`src/rtl/transfer_ctrl.sv`:
```
// transfer_ctrl: ping-pong drain controller for two line scanners (A and B).
// A scanner is started, waits in SCAN until its buffer is ready, then is
// drained for exactly 100 words. A "second buffer" edge from the active
// scanner pre-launches the other one so the two scanners overlap.
// Optional feature: define XFER_TIMEOUT_EN to build an 8-bit SCAN watchdog
// that raises a sticky timeout flag; without it timeout is tied low.
module transfer_ctrl (
    input  logic       clk,
    input  logic       rst,
    input  logic       enable,
    input  logic       standby_req,
    input  logic       ready_a,
    input  logic       ready_b,
    input  logic       second_a,
    input  logic       second_b,
    output logic       start_scan_a,
    output logic       start_scan_b,
    output logic       transfer_a,
    output logic       transfer_b,
    output logic       go_to_standby,
    output logic [6:0] word_count,
    output logic       xfer_done,
    output logic       timeout
);

    typedef enum logic [2:0] {
        IDLE    = 3'd0,
        SCAN_A  = 3'd1,
        DRAIN_A = 3'd2,
        SCAN_B  = 3'd3,
        DRAIN_B = 3'd4,
        STANDBY = 3'd5
    } state_t;

    localparam logic [6:0] LAST_WORD = 7'd99;

    state_t     state_q, state_d;
    logic       start_a_q, start_a_d;
    logic       start_b_q, start_b_d;
    logic       xfer_a_q, xfer_a_d;
    logic       xfer_b_q, xfer_b_d;
    logic       stby_q, stby_d;
    logic [6:0] wc_q, wc_d;
    logic       done_q, done_d;
    logic       launched_a_q, launched_a_d;
    logic       launched_b_q, launched_b_d;
    logic       sec_a_prev_q;
    logic       sec_b_prev_q;

    logic       scanning_s;
    logic       sec_a_edge_s;
    logic       sec_b_edge_s;

`ifdef XFER_TIMEOUT_EN
    // Watchdog trips on the 255th consecutive SCAN cycle without ready.
    localparam logic [7:0] WDOG_LIMIT = 8'd254;
    logic [7:0] wdog_q, wdog_d;
    logic       timeout_q, timeout_d;
`endif

    // Second-buffer edges only matter while a scan/drain cycle is running.
    assign scanning_s   = (state_q != IDLE) && (state_q != STANDBY);
    assign sec_a_edge_s = second_a & ~sec_a_prev_q;
    assign sec_b_edge_s = second_b & ~sec_b_prev_q;

    // Next-state and next-output logic for the scan/drain sequencer.
    always_comb begin
        state_d      = state_q;
        start_a_d    = 1'b0;
        start_b_d    = 1'b0;
        xfer_a_d     = 1'b0;
        xfer_b_d     = 1'b0;
        stby_d       = 1'b0;
        wc_d         = wc_q;
        done_d       = 1'b0;
        launched_a_d = launched_a_q;
        launched_b_d = launched_b_q;
`ifdef XFER_TIMEOUT_EN
        wdog_d       = 8'd0;
        timeout_d    = timeout_q;
`endif

        // Early launch of the other scanner; a second launch is suppressed.
        if (scanning_s && sec_a_edge_s && !launched_b_q) begin
            start_b_d    = 1'b1;
            launched_b_d = 1'b1;
        end else begin
            start_b_d    = 1'b0;
        end
        if (scanning_s && sec_b_edge_s && !launched_a_q) begin
            start_a_d    = 1'b1;
            launched_a_d = 1'b1;
        end else begin
            start_a_d    = 1'b0;
        end

        case (state_q)
            IDLE: begin
                if (enable) begin
                    state_d      = SCAN_A;
                    start_a_d    = 1'b1;
                    launched_a_d = 1'b1;
                end else if (standby_req) begin
                    state_d = STANDBY;
                    stby_d  = 1'b1;
                end else begin
                    state_d = IDLE;
                end
            end

            STANDBY: begin
                if (!standby_req || enable) begin
                    state_d = IDLE;
                    stby_d  = 1'b0;
                end else begin
                    state_d = STANDBY;
                    stby_d  = 1'b1;
                end
            end

            SCAN_A: begin
                if (!enable) begin
                    state_d      = IDLE;
                    start_a_d    = 1'b0;
                    start_b_d    = 1'b0;
                    launched_a_d = 1'b0;
                    launched_b_d = 1'b0;
                end else if (ready_a) begin
                    state_d  = DRAIN_A;
                    wc_d     = 7'd0;
                    xfer_a_d = 1'b1;
                end else begin
`ifdef XFER_TIMEOUT_EN
                    if (wdog_q == WDOG_LIMIT) begin
                        timeout_d    = 1'b1;
                        state_d      = IDLE;
                        start_a_d    = 1'b0;
                        start_b_d    = 1'b0;
                        launched_a_d = 1'b0;
                        launched_b_d = 1'b0;
                    end else begin
                        wdog_d = wdog_q + 8'd1;
                    end
`else
                    state_d = SCAN_A;
`endif
                end
            end

            SCAN_B: begin
                if (!enable) begin
                    state_d      = IDLE;
                    start_a_d    = 1'b0;
                    start_b_d    = 1'b0;
                    launched_a_d = 1'b0;
                    launched_b_d = 1'b0;
                end else if (ready_b) begin
                    state_d  = DRAIN_B;
                    wc_d     = 7'd0;
                    xfer_b_d = 1'b1;
                end else begin
`ifdef XFER_TIMEOUT_EN
                    if (wdog_q == WDOG_LIMIT) begin
                        timeout_d    = 1'b1;
                        state_d      = IDLE;
                        start_a_d    = 1'b0;
                        start_b_d    = 1'b0;
                        launched_a_d = 1'b0;
                        launched_b_d = 1'b0;
                    end else begin
                        wdog_d = wdog_q + 8'd1;
                    end
`else
                    state_d = SCAN_B;
`endif
                end
            end

            DRAIN_A: begin
                if (wc_q == LAST_WORD) begin
                    done_d       = 1'b1;
                    wc_d         = 7'd0;
                    launched_a_d = 1'b0;
                    if (enable) begin
                        state_d = SCAN_B;
                        // launched_b_d already reflects any launch this cycle
                        if (!launched_b_d) begin
                            start_b_d    = 1'b1;
                            launched_b_d = 1'b1;
                        end else begin
                            launched_b_d = 1'b1;
                        end
                    end else begin
                        state_d      = IDLE;
                        start_a_d    = 1'b0;
                        start_b_d    = 1'b0;
                        launched_b_d = 1'b0;
                    end
                end else begin
                    xfer_a_d = 1'b1;
                    wc_d     = wc_q + 7'd1;
                end
            end

            DRAIN_B: begin
                if (wc_q == LAST_WORD) begin
                    done_d       = 1'b1;
                    wc_d         = 7'd0;
                    launched_b_d = 1'b0;
                    if (enable) begin
                        state_d = SCAN_A;
                        if (!launched_a_d) begin
                            start_a_d    = 1'b1;
                            launched_a_d = 1'b1;
                        end else begin
                            launched_a_d = 1'b1;
                        end
                    end else begin
                        state_d      = IDLE;
                        start_a_d    = 1'b0;
                        start_b_d    = 1'b0;
                        launched_a_d = 1'b0;
                    end
                end else begin
                    xfer_b_d = 1'b1;
                    wc_d     = wc_q + 7'd1;
                end
            end

            default: begin
                state_d      = IDLE;
                start_a_d    = 1'b0;
                start_b_d    = 1'b0;
                launched_a_d = 1'b0;
                launched_b_d = 1'b0;
                wc_d         = 7'd0;
            end
        endcase
    end

    // State register, registered outputs, launch flags and edge history.
    always_ff @(posedge clk or negedge rst) begin
        if (!rst) begin
            state_q      <= IDLE;
            start_a_q    <= 1'b0;
            start_b_q    <= 1'b0;
            xfer_a_q     <= 1'b0;
            xfer_b_q     <= 1'b0;
            stby_q       <= 1'b0;
            wc_q         <= 7'd0;
            done_q       <= 1'b0;
            launched_a_q <= 1'b0;
            launched_b_q <= 1'b0;
            sec_a_prev_q <= 1'b0;
            sec_b_prev_q <= 1'b0;
        end else begin
            state_q      <= state_d;
            start_a_q    <= start_a_d;
            start_b_q    <= start_b_d;
            xfer_a_q     <= xfer_a_d;
            xfer_b_q     <= xfer_b_d;
            stby_q       <= stby_d;
            wc_q         <= wc_d;
            done_q       <= done_d;
            launched_a_q <= launched_a_d;
            launched_b_q <= launched_b_d;
            sec_a_prev_q <= second_a;
            sec_b_prev_q <= second_b;
        end
    end

`ifdef XFER_TIMEOUT_EN
    // SCAN watchdog counter and sticky timeout flag.
    always_ff @(posedge clk or negedge rst) begin
        if (!rst) begin
            wdog_q    <= 8'd0;
            timeout_q <= 1'b0;
        end else begin
            wdog_q    <= wdog_d;
            timeout_q <= timeout_d;
        end
    end

    assign timeout = timeout_q;
`else
    assign timeout = 1'b0;
`endif

    assign start_scan_a  = start_a_q;
    assign start_scan_b  = start_b_q;
    assign transfer_a    = xfer_a_q;
    assign transfer_b    = xfer_b_q;
    assign go_to_standby = stby_q;
    assign word_count    = wc_q;
    assign xfer_done     = done_q;

endmodule

```
`config.mk`:
```
export PLATFORM = sky130hd
export DESIGN_NAME = transfer_ctrl
export DESIGN_NICKNAME = d
export VERILOG_FILES = /design/src/rtl/transfer_ctrl.sv
export SDC_FILE = /design/constraint.sdc
export NUM_CORES = 1
export LEC_CHECK = 0
export ABC_CLOCK_PERIOD_IN_PS = 2800
export CORE_AREA = 5 5 60 83
export DETAILED_ROUTE_END_ITERATION = 16
export DIE_AREA = 0 0 65 88
export PLACE_DENSITY = 0.56
export SLEW_MARGIN = 10
export SYNTH_ARGS = -nofsm -noshare
export SYNTH_HDL_FRONTEND = slang
export SYNTH_SLANG_ARGS = --single-unit
```
`constraint.sdc`:
```
create_clock -name clk -period 2.8 [get_ports clk]
set_input_delay 0.84 -clock clk [delete_from_list [all_inputs] [get_ports clk]]
set_output_delay 0.84 -clock clk [all_outputs]
set_load 0.01 [all_outputs]
```
==> results of run 1 <==
## synth_stat cells, types with 2 or more instances
| cell | count | area (um2) |
|---|---|---|
| dfrtp_1 | 20 | 500 |
| a21oi_1 | 9 | 45.0 |
| nand2_1 | 9 | 33.8 |
| nor2b_1 | 9 | 56.3 |
| nor2_1 | 6 | 22.5 |
| buf_2 | 5 | 25.0 |
| nand2b_1 | 5 | 31.3 |
| o21ai_0 | 5 | 25.0 |
| a211o_1 | 4 | 35.0 |
| nand3_1 | 4 | 20.0 |
| nor3_1 | 4 | 20.0 |
| and3_1 | 3 | 18.8 |
| nor4_1 | 3 | 18.8 |
| o21ai_1 | 3 | 15.0 |
| a22o_1 | 2 | 17.5 |
| inv_1 | 2 | 7.51 |
| inv_2 | 2 | 7.51 |
| xnor2_1 | 2 | 17.5 |
## logic make-up (layout without fill, tap and decap cells)
group / after synthesis / after routing / share of synthesized area
compound gates: 37 / 37 / 0.228
buf+inv: 12 / 31 / 0.0457
xor+xnor: 3 / 3 / 0.0218
simple gates: 54 / 54 / 0.266
other cells: 1 / 1 / 0.00311
flops: 20 / 20 / 0.415
fa+ha+maj: 1 / 1 / 0.0104
mux: 1 / 1 / 0.00935
## sequential cells by signal, indices dropped and copies added, names as in the netlist
| signal | flops |
|---|---|
| go_to_standby | 1 |
| sec_b_prev_q | 1 |
| xfer_done | 1 |
| transfer_a | 1 |
| start_scan_b | 1 |
| state_q | 3 |
| word_count | 7 |
| launched_b_q | 1 |
| sec_a_prev_q | 1 |
| transfer_b | 1 |
| start_scan_a | 1 |
| launched_a_q | 1 |
## final cells by class
class	instances	area [um2]
repair buffers	23	223
clock buffers	4	55.1
inverters	4	15.0
multi-input cells	97	649
flip-flops and latches	20	500
fillers	435	2670
well taps	45	56.3
## power breakdown
part,switching (W),total [W],internal (W)
sequential,0.000000344,0.000290,0.000290
clock,0.0000962,0.000221,0.000125
combinational,0.0000171,0.0000311,0.0000140
total,0.000114,0.000543,0.000429
## how the worst min path moves through the flow
stage / startpoint / to / slack (ns)
2_1_floorplan: launched_b_q / start_scan_b / 0.48
3_3_place_gp: launched_b_q / start_scan_b / 0.53
3_5_place_dp: launched_b_q / start_scan_b / 0.54
4_1_cts: launched_b_q / start_scan_b / 0.56
5_1_grt: launched_b_q / start_scan_b / 0.59
6_report: launched_b_q / start_scan_b / 0.56
## routing by layer
| layer | part of all wire | vias up |
|---|---|---|
| li1 | - | 515 |
| met1 | 0.43 | 541 |
| met2 | 0.51 | 35 |
| met3 | 0.036 | 10 |
| met4 | 0.027 | 0 |
| met5 | 0 | - |
## stage by stage
step	util	power, W	hold slack, ns	setup slack (ns)
after floorplan	-	0.000307	0.477	0.956
after global placement	0.346	0.000328	0.527	0.313
after detailed placement	0.346	0.000328	0.542	0.337
after CTS	0.360	0.000550	0.557	0.603
after global routing	0.360	0.000568	0.592	0.524
final	0.360	0.000543	0.555	0.627
==> run metrics, run 1 <==
Setup TNS=0 ns; wire length of the first global-routing pass=about 5.5 mm; setup slack, reg-to-reg=0.76 ns; critical path depth=1; M3 GR Usage=0.0116; share of cells above drive strength 1=0.101; PwrDens=362 nW/um2; status=completed; fmax=approximately 460 MHz; DRT Wirelength=3.18 mm; dpl hpwl=about 2.3 mm; clk slew on worst S/H paths=~0.080 ns; Distinct cells, synth=50; total grt overflow=0; Ports=22; CTS resizes=0; Synth Cell Area=1200 um2; synthesized area per cell=9.34 um2; final clock skew=around 0.0059 ns; DRT Pass-1 Iters=4; Rows=28; Slew HR=0.530; R2R Path End=launched_a_q; layout net count=roughly 160; Top delay family on crit path=buffers and inverters; Slowest-stage cell, CP=clkdlybuf4s50_1; pin count of the biggest net entering global routing=23; H-tree depth=1; worst r2r path cells=4; post-synth net total=between 100 and 150; Num CTS Buffers=3; Vias=around 1100; max-cap violations=0; vias per cell=around 5.7; most frequent cells in the layout=20 x dfrtp_1, 20 x clkdlybuf4s50_1, 9 x nor2b_1, 9 x nand2_1, 9 x a21oi_1; Final Hold Viols=0; crit end category=output port; Tcrit/Tclk final=0.776; Slew Limit Fails=0; crit path cell chain=clkdlybuf4s50_1; Tot GR Track Use=0.121; destination of the critical timing path=word_count[4]; final setup fails=0; Non-Filler Instances=between 150 and 200; gr busiest metal=met2; total die area=5720 um2; Post-synth EDFFs=0; number of routed nets with antenna violations=0; clock latency on the worst-skew pair=~0.26 ns; worst slew pin tran=between 0.7 and 0.8 ns; die width=between 60 and 70 um; setup bufs post-CTS=0; # hold bufs at CTS=0; worst r2r src=state_q[2]; antenna cells=0; initial DRC count=37; synth warn=0; sequential fraction of the synthesis area=0.415; Buf/Inv on CP=1; Max stage delay on crit path=approximately 0.60 ns; RSZ-0062 raised after global routing=no; Post-synth ARST share=1.00; clk sink count=20; post-route minimum period=~2.2 ns; Critical Path Source Type=flop; cells after synthesis=about 130; initial core utilization=0.289; Final Wtd Congestion=0.831; drt wl/cell=16.5 um; initial antenna violation count=0; ys flop type=dfrtp_1; vias in the first global route=1166; CTS tree=done; clock root cell=clkbuf_8; placed cells=~190; CTS max path bufs=2; Peak VDD IR=approximately 220 uV; DRC Markers=0; # port buffers=20; P_leak=between 0.6 and 0.7 nW; CP arrival=roughly 1.3 ns; CP Max Fanout=8; Crit Path Category=reg2out; synth-to-layout area growth=24.4%; dpl cell area=1440 um2; die height=around 88 um; met2 usage=0.209; Crit path required time=1.96 ns; met1 Usage GRT=0.147; Setup crit start=word_count[4]; Synth Register Bits=20; HP Class=reg2reg; hold path depth=1; post-route cell area=between 1000 and 1500 um2; Core ar.=4170 um2
No activity file was read; power rests on OpenSTA's default activity.
==> run 2, diff against run 1 <==
--- a/config.mk
+++ b/config.mk
@@ -5,11 +5,11 @@
 export SDC_FILE = /design/constraint.sdc
 export NUM_CORES = 1
 export LEC_CHECK = 0
-export ABC_CLOCK_PERIOD_IN_PS = 2800
+export ABC_CLOCK_PERIOD_IN_PS = 1900
 export CORE_AREA = 5 5 60 83
 export DETAILED_ROUTE_END_ITERATION = 16
 export DIE_AREA = 0 0 65 88
-export PLACE_DENSITY = 0.56
+export PLACE_DENSITY = 0.57
 export SLEW_MARGIN = 10
 export SYNTH_ARGS = -nofsm -noshare
 export SYNTH_HDL_FRONTEND = slang
==> constraint.sdc (replaced) <==
create_clock -name clk -period 1.9 [get_ports clk]
set_input_delay 0.57 -clock clk [delete_from_list [all_inputs] [get_ports clk]]
set_output_delay 0.57 -clock clk [all_outputs]
set_load 0.01 [all_outputs]
==> run metrics, run 2 (synthesis gave the netlist of run 1 again) <==
status=completed (unchanged); H-tree depth=1 (unchanged); post-route minimum period=1.83 ns; Num CTS Buffers=3 (unchanged); dpl cell area=1510 um2 (was 1440 um2); Filler cells=411 (was 435); commonest non-fill, non-tap cell in the layout=clkdlybuf4s50_1; Final Hold Viols=0 (unchanged); worst r2r path cells=5 (was 4); antenna cells=0 (unchanged); HP Class=reg2reg (unchanged); Max stage delay on crit path=0.56 ns (was 0.60 ns); initial core utilization=0.289 (unchanged); Slowest-stage cell, CP=clkdlybuf4s50_1 (unchanged); P_leak=0.641 nW (was 0.601 nW); Vias=1118 (was 1101); CP Max Fanout=8 (unchanged); Non-Filler Instances=202 (was 193); total grt overflow=0 (unchanged); CTS max path bufs=2 (unchanged); total die area=5720 um2 (unchanged); Tcrit/Tclk final=0.963; R2R Path End=word_count[6] (was launched_a_q); max-cap violations=0 (unchanged); min-delay src=launched_b_q (unchanged); Net Switching=0.000167 W (was 0.000114 W); die width=65 um (unchanged); CTS tree=done (unchanged); synth-to-layout area growth=32.5% (was 24.4%); setup slack, reg-to-reg=0.14 ns (was 0.76 ns); area of the multi-input gates=673 um2 (was 649 um2); Rows=28 (unchanged); post-route cell area=1600 um2 (was 1500 um2); number of routed nets with antenna violations=0 (unchanged); vias per cell=5.53 (was 5.70); Comb power frac=0.065 (was 0.057); clock latency on the worst-skew pair=0.25 ns (was 0.26 ns); DRC Markers=0 (unchanged); most frequent cells in the layout=20 x clkdlybuf4s50_1, 15 x dfrtp_1, 12 x buf_4 (was 20 x dfrtp_1, 20 x clkdlybuf4s50_1, 9 x nor2b_1, 9 x nand2_1, 9 x a21oi_1); Ports=22 (unchanged); Final Wtd Congestion=0.836 (was 0.831); clk slew on worst S/H paths=0.07 ns (was 0.08 ns); sw frac=0.208 (was 0.209); pin count of the biggest net entering global routing=21 (was 23); DRT Wirelength=3.10 mm (was 3.18 mm); initial DRC count=24 (was 37); final setup fails=0 (unchanged); RSZ-0062 raised after global routing=no (unchanged); placed cells=198 (was 189); share of cells above drive strength 1=0.197 (was 0.101); Peak VDD IR=244 uV (was 221 uV); layout net count=167 (was 158); total power=0.000805 W (was 0.000543 W); drt wl/cell=15.3 um (was 16.5 um); vias in the first global route=1226 (was 1166); internal power=0.000638 W (was 0.000429 W); DRT Pass-1 Iters=4 (unchanged); hold path depth=1 (unchanged); Worst Hold End=start_scan_b (unchanged); Crit path required time=1.33 ns (was 1.96 ns); wire length of the first global-routing pass=5.43 mm (was 5.48 mm); fmax=~550 MHz; crit end category=output port (unchanged); Top delay family on crit path=buffers and inverters (unchanged); PwrDens=504 nW/um2 (was 362 nW/um2); Slew Limit Fails=0 (unchanged); # hold bufs at CTS=0 (unchanged); crit path cell chain=clkdlybuf4s50_1 (unchanged); die height=88 um (unchanged); Critical Path Source Type=flop (unchanged); CTS resizes=0 (unchanged); dpl hpwl=2.36 mm (was 2.30 mm); Buf/Inv on CP=1 (unchanged); Clock Power Share=0.403 (was 0.408); clk sink count=20 (unchanged); # port buffers=20 (unchanged); FF/Latch Area=507 um2 (was 500 um2); setup bufs post-CTS=0 (unchanged); worst r2r src=word_count[0] (was state_q[2]); proportion of power drawn by flip-flops and latches=0.532 (was 0.535); clock root cell=clkbuf_8 (unchanged); final clock skew=0.00147 ns (was 0.00590 ns); Tot GR Track Use=0.120 (was 0.121); Core ar.=4170 um2 (unchanged); initial antenna violation count=0 (unchanged); Crit Path Category=reg2out (unchanged); max reg flops=7 (unchanged); CP arrival=1.26 ns (was 1.33 ns)
[run 2: changes by cell type in the layout (fill, tap and decap cells not counted), sizes merged]
cell  previous run  this run
buf              3        12
[run 2: layer usage]
metal,vias to the layer above,GRT usage,share of wire,routed length (um)
li1,531,-,-,-
met1,560,0.122,0.40,1230
met2,21,0.224,0.55,1720
met3,6,0.0218,0.024,74
met4,0,0.0712,0.023,72
met5,-,0,0,0
[run 2: metrics by stage]
| stage | util | setup slack (ns) | hold WS (ns) | TNS (ns) |
|---|---|---|---|---|
| after floorplan | - | 0.261 | 0.274 | 0 |
| after global placement | 0.363 | -0.135 | 0.522 | -0.929 |
| after detailed placement | 0.363 | -0.244 | 0.534 | -1.47 |
| after CTS | 0.376 | 0.00598 | 0.544 | 0 |
| after global routing | 0.383 | 0.0167 | 0.578 | 0 |
| final | 0.383 | 0.0700 | 0.536 | 0 |
[run 2: how the worst max path moves through the flow]
stage	slack, ns	end	depth (start not counted)	startpoint
after global placement	-0.13	word_count[0]	5	enable
after detailed placement	-0.24	launched_a_q	5	second_b
after global routing	0.02	word_count[6]	5	word_count[0]
after CTS	0.006	word_count[3]	1	word_count[3]
final	0.07	word_count[3]	1	word_count[3]
after floorplan	0.26	word_count[6]	5	word_count[0]
[run 2: power by group through the flow]
stage / Clock (W) / Sequential (W) / Combinational, W
finish: 0.000324 / 0.000428 / 0.0000527
global route: 0.000354 / 0.000428 / 0.0000587
CTS: 0.000337 / 0.000428 / 0.0000532
detailed placement: 0 / 0.000436 / 0.0000529
global placement: 0 / 0.000436 / 0.0000521
floorplan: 0 / 0.000436 / 0.0000166
[run 2: area by class of cell]
type                    instances  area share
multi-input cells              97       0.422
flip-flops and latches         20       0.317
repair buffers                 32       0.182
well taps                      45      0.0353
clock buffers                   4      0.0345
inverters                       4     0.00940
